$ cat config.mk
export PLATFORM = sky130hd
export DESIGN_NAME = varredura_matriz
export DESIGN_NICKNAME = d
export VERILOG_FILES = /design/src/rtl/matriz_pkg.sv /design/src/rtl/gerador_tick.sv /design/src/rtl/varredura_matriz.sv
export SDC_FILE = /design/constraint.sdc
export NUM_CORES = 1
export LEC_CHECK = 0
export CAP_MARGIN = 0
export CORE_UTILIZATION = 56
export DETAILED_ROUTE_END_ITERATION = 12
export PLACE_DENSITY = 0.84
export REMOVE_ABC_BUFFERS = 1
export SYNTH_ARGS = -nofsm -noshare
export SYNTH_HDL_FRONTEND = slang
export SYNTH_SLANG_ARGS = --single-unit
export TNS_END_PERCENT = 20
$ cat constraint.sdc
create_clock -name clk -period 3.9 [get_ports clk]
set_input_delay 0.39 -clock clk [delete_from_list [all_inputs] [get_ports clk]]
set_output_delay 0.39 -clock clk [all_outputs]
set_load 0.03 [all_outputs]
$ cat src/rtl/matriz_pkg.sv
// rtl/matriz_pkg.sv - shared LED matrix widths, pattern/index types and column decode
package matriz_pkg;

  localparam int ROW_W = 7;
  localparam int N_COL = 5;
  localparam logic [ROW_W-1:0] LEDS_OFF = 7'b1111111;

  typedef logic [ROW_W-1:0] padrao_t;
  typedef logic [2:0]       indice_t;

  typedef enum logic {S_BLANK, S_ON} estado_t;

  // Index values past the last column shift the bit out, giving all-zero.
  function automatic logic [N_COL-1:0] one_hot(input indice_t i);
    logic [N_COL-1:0] r;
    r = {{(N_COL-1){1'b0}}, 1'b1};
    r = r << i;
    return r;
  endfunction

endpackage

$ cat src/rtl/gerador_tick.sv
// rtl/gerador_tick.sv - free-running 0..DIV_SLOT-1 slot counter with slot-end strobe
module gerador_tick #(
  parameter int DIV_SLOT = 1000,
  parameter int CNT_W    = $clog2(DIV_SLOT)
) (
  input  logic             clk,
  input  logic             rst_n,
  output logic [CNT_W-1:0] cnt,
  output logic             fim
);

  assign fim = (cnt == CNT_W'(DIV_SLOT - 1));

  always_ff @(posedge clk or negedge rst_n) begin
    if (!rst_n) begin
      cnt <= '0;
    end else if (fim) begin
      cnt <= '0;
    end else begin
      cnt <= cnt + CNT_W'(1);
    end
  end

endmodule

$ cat src/rtl/varredura_matriz.sv
// rtl/varredura_matriz.sv - 7x5 LED matrix column scanner with blanking and frame snapshot; VARREDURA_BRILHO_EN adds brilho dimming
module varredura_matriz
  import matriz_pkg::*;
#(
  parameter int DIV_SLOT     = 1000,
  parameter int BLANK_CYCLES = 4
) (
  input  logic             clk,
  input  logic             rst_n,
`ifdef VARREDURA_BRILHO_EN
  input  logic [2:0]       brilho,
`endif
  input  logic [ROW_W-1:0] coluna1,
  input  logic [ROW_W-1:0] coluna2,
  input  logic [ROW_W-1:0] coluna3,
  input  logic [ROW_W-1:0] coluna4,
  input  logic [ROW_W-1:0] coluna5,
  output logic [ROW_W-1:0] linhas,
  output logic [N_COL-1:0] colunas,
  output logic             frame_inicio
);

  localparam int CNT_W = $clog2(DIV_SLOT);

  logic [CNT_W-1:0] cnt;
  logic             fim;
  indice_t          idx;
  estado_t          estado, estado_prox;
  padrao_t          sombra [N_COL];
  padrao_t          padrao_sel;
  logic             recarga;
  logic             habilita;
  logic [ROW_W-1:0] linhas_prox;
  logic [N_COL-1:0] colunas_prox;

  gerador_tick #(
    .DIV_SLOT (DIV_SLOT),
    .CNT_W    (CNT_W)
  ) u_tick (
    .clk   (clk),
    .rst_n (rst_n),
    .cnt   (cnt),
    .fim   (fim)
  );

  // Leaving cnt=0/idx=0 is both the first edge after reset and the edge
  // whose registered outputs begin the column-1 slot on the pins.
  assign recarga = (cnt == '0) && (idx == '0);

`ifdef VARREDURA_BRILHO_EN
  logic [2:0] brilho_sh;
  logic [2:0] fase;

  assign fase     = 3'({3'b000, cnt} - (CNT_W + 3)'(BLANK_CYCLES));
  assign habilita = (fase <= brilho_sh);

  always_ff @(posedge clk or negedge rst_n) begin
    if (!rst_n) begin
      brilho_sh <= 3'd7;
    end else if (recarga) begin
      brilho_sh <= brilho;
    end
  end
`else
  assign habilita = 1'b1;
`endif

  always_ff @(posedge clk or negedge rst_n) begin
    if (!rst_n) begin
      idx <= '0;
    end else if (fim) begin
      idx <= (idx == indice_t'(N_COL - 1)) ? '0 : idx + indice_t'(1);
    end
  end

  always_ff @(posedge clk or negedge rst_n) begin
    if (!rst_n) begin
      for (int k = 0; k < N_COL; k++) begin
        sombra[k] <= LEDS_OFF;
      end
    end else if (recarga) begin
      sombra[0] <= coluna1;
      sombra[1] <= coluna2;
      sombra[2] <= coluna3;
      sombra[3] <= coluna4;
      sombra[4] <= coluna5;
    end
  end

  always_ff @(posedge clk or negedge rst_n) begin
    if (!rst_n) begin
      estado <= S_BLANK;
    end else begin
      estado <= estado_prox;
    end
  end

  always_comb begin
    padrao_sel = LEDS_OFF;
    case (idx)
      3'd0:    padrao_sel = sombra[0];
      3'd1:    padrao_sel = sombra[1];
      3'd2:    padrao_sel = sombra[2];
      3'd3:    padrao_sel = sombra[3];
      3'd4:    padrao_sel = sombra[4];
      default: padrao_sel = LEDS_OFF;
    endcase
  end

  always_comb begin
    estado_prox  = estado;
    linhas_prox  = LEDS_OFF;
    colunas_prox = '0;
    if (fim) begin
      estado_prox = S_BLANK;
    end else if (cnt == CNT_W'(BLANK_CYCLES - 1)) begin
      estado_prox = S_ON;
    end
    if (estado == S_ON && habilita) begin
      colunas_prox = one_hot(idx);
      linhas_prox  = padrao_sel;
    end
  end

  always_ff @(posedge clk or negedge rst_n) begin
    if (!rst_n) begin
      linhas       <= LEDS_OFF;
      colunas      <= '0;
      frame_inicio <= 1'b0;
    end else begin
      linhas       <= linhas_prox;
      colunas      <= colunas_prox;
      frame_inicio <= recarga;
    end
  end

endmodule

==> results.json <==
{
  "finalSetupViolCount": 0,
  "critPathRequiredTime_ps": 4150,
  "grt_max_degree": 37,
  "tightest_slew_ps": 785,
  "max_stage_delay_ps": 570,
  "crit_path_end_kind": "flop",
  "overflow": 0,
  "cp_slowest_cell": "ha_1",
  "rows": 25,
  "ys.flop_type": "dfstp_2",
  "critical_path.max_fanout": 36,
  "min_path_type": "primary input to asynchronous set/reset pin",
  "routabilityCongestion": 0.754,
  "clk_pin_slew_ps": 60,
  "h-tree-depth": 3,
  "critPathTopFamily": "simple AND/OR/NAND/NOR gates",
  "start_util_pct": 58.9,
  "synth_cell_types": 40,
  "clock_sinks": 62,
  "fin_crit_ps": 2520,
  "reg2reg_depth": 5,
  "cts_tree": "built",
  "path_depth": 5,
  "dp_cells": 320,
  "io_pins": 50,
  "vias": 1790,
  "die-width_um": 72.7,
  "arrival_ps": 2770,
  "drive_gt1_share_pct": 27.1,
  "slew_violations": 0,
  "post-cts-setup-buffers": 0,
  "relSlewSlack_pct": 47.2,
  "post_cts_resized": 0,
  "total_power_mw": 1.39,
  "core-area_mm2": 0.00475,
  "synth-edff-count": 0,
  "drv_cap": 0,
  "nets": 308,
  "numPortBuffers": 49,
  "setup-tns-final_ps": 0,
  "ant_nets": 0,
  "synth_seq_area_share_pct": 57.3,
  "ys_warn_count": 0,
  "antenna_found_initial": 0,
  "fp.dieH_um": 72.7,
  "via_per_inst": 5.33,
  "critPathLaunchType": "flop",
  "grt_pass1_vias": 1778,
  "max_freq_mhz": 397,
  "p_leak_nw": 1.46,
  "hold_buffers": 0,
  "fin_cells": 336,
  "drt_iter0_drc": 87,
  "syn_to_final_growth_pct": 26.9,
  "crit_chain": "inv_1 -> ha_1 -> and2_1 -> nand4_4 -> mux2_1",
  "ys_ff_latch": 62,
  "netlist_area_mm2": 0.00280,
  "dieArea_mm2": 0.00529,
  "cts-root-buf": "clkbuf_8",
  "powerDensity_mw_per_mm2": 390,
  "worstSkewPairLatency_ps": 330,
  "status": "finished, final reports clean",
  "async_flop_share_pct": 100,
  "grt_pass1_wl_mm": 8.98,
  "final_common_cell": "clkdlybuf4s50_1",
  "track_usage_pct": 23.0,
  "crit_buf_inv": 1,
  "skew_ps": 4.12,
  "finalHoldViolCount": 0,
  "min_period_over_period_pct": 64.6,
  "antenna_cells": 0,
  "avgRoutedWirePerCell_um": 15.8,
  "rsz0062_at_grt": "false",
  "cts_buffer_depth": 2,
  "firstDrtPassIters": 4,
  "wirelength_mm": 5.29,
  "crit_type": "flop to flop",
  "drc": 0,
  "numCtsBuffers": 9,
  "syn_avg_cell_area_um2": 13.2,
  "dp.final_hpwl_mm": 3.55,
  "layout_common_cells": "48 x clkdlybuf4s50_1, 42 x dfstp_2, 29 x mux2_1",
  "syn_inst": 212,
  "peakVddDrop_uv": 256
}
[per-stage QoR]
step           instance area [um2]  setup WS, ps  util, %  hold WS (ps)
6_report                      3550          1380     74.8          56.3
5_1_grt                       3550          1140     74.8          96.2
4_1_cts                       3550          1330     74.8          58.1
3_5_place_dp                  3340          1360     70.2           420
3_3_place_gp                  3340          1410     70.2           414
2_1_floorplan                 2760          1810        -          94.4
[per-layer routing]
metal / wire (um) / global-route usage [%] / up-vias
li1: - / - / 873
met1: 2570 / 33.7 / 859
met2: 2370 / 32.4 / 50
met3: 297 / 7.87 / 8
met4: 53 / 6.97 / 0
met5: 0 / 0 / -
[cells in the mapped netlist (2+ instances only)]
| cell | instances | area share (%) |
|---|---|---|
| dfstp_2 | 42 | 39 |
| mux2_1 | 29 | 12 |
| dfrtp_1 | 20 | 18 |
| nand2_1 | 11 | 1.5 |
| a21oi_1 | 10 | 1.8 |
| mux2_2 | 9 | 3.6 |
| or3_1 | 9 | 2.0 |
| inv_1 | 8 | 1.1 |
| ha_1 | 7 | 3.1 |
| nand3_1 | 7 | 1.3 |
| a221oi_1 | 6 | 1.9 |
| a22o_1 | 6 | 1.9 |
| and2_1 | 6 | 1.3 |
| buf_2 | 4 | 0.71 |
| clkbuf_1 | 3 | 0.40 |
| nor2b_1 | 3 | 0.67 |
| o21ai_0 | 3 | 0.54 |
| a211o_1 | 2 | 0.63 |
| buf_1 | 2 | 0.27 |
| nor2_1 | 2 | 0.27 |
| nor4_4 | 2 | 1.5 |
| o221ai_1 | 2 | 0.63 |
| xor2_1 | 2 | 0.63 |
[flip-flops by register name, indices dropped and copies added, names as in the netlist]
name	cells
colunas	5
estado	1
sombra	35
u_tick.cnt	10
linhas	7
frame_inicio	1
idx	3
[worst reg2reg max path: cells and delay by family (launching register included)]
kind | cells | cell delay [ps]
fa+ha+maj | 1 | 570
flops | 1 | 420
mux | 1 | 560
buf+inv | 1 | 100
simple gates | 2 | 790
[layout make-up]
cell class / count / area [um2]
well taps: 67 / 83.8
inverters: 8 / 30.0
clock inverters: 4 / 70.1
repair buffers: 50 / 493
flip-flops and latches: 62 / 1600
clock buffers: 12 / 145
multi-input cells: 133 / 1130
fillers: 326 / 1200
[cell families (layout without fill, tap and decap cells)]
group                      after synthesis  after routing  synth area share [%]
xor gates and xnor gates                 3              3                 0.938
DFF                                     62             62                  57.3
buffers and inverters                   17             74                  2.46
and+or+nand+nor                         49             49                  11.5
AOI/OAI and AO/OA                       35             35                  9.07
adders and majority gates                7              7                  3.13
muxes                                   39             39                  15.6
[power breakdown]
group,total [mW],internal [mW],switching (mW)
combinational,0.0873,0.0524,0.0349
sequential,0.695,0.683,0.0116
clock,0.604,0.375,0.228
total,1.39,1.11,0.275
[worst paths after layout]
| path | startpoint | to | slack [ps] |
|---|---|---|---|
| setup / recovery | idx[0] | sombra[12] | 1380 |
| hold / removal | rst_n | colunas[0] | 60 |
| min in group clk | u_tick.cnt[0] | u_tick.cnt[0] | 560 |
| max in group asynchronous | rst_n | sombra[4] | 2950 |
| setup reg to reg | idx[0] | sombra[12] | 1380 |
| hold reg to reg | u_tick.cnt[0] | u_tick.cnt[0] | 560 |
Note: power is estimated with default switching activity, not from simulation.
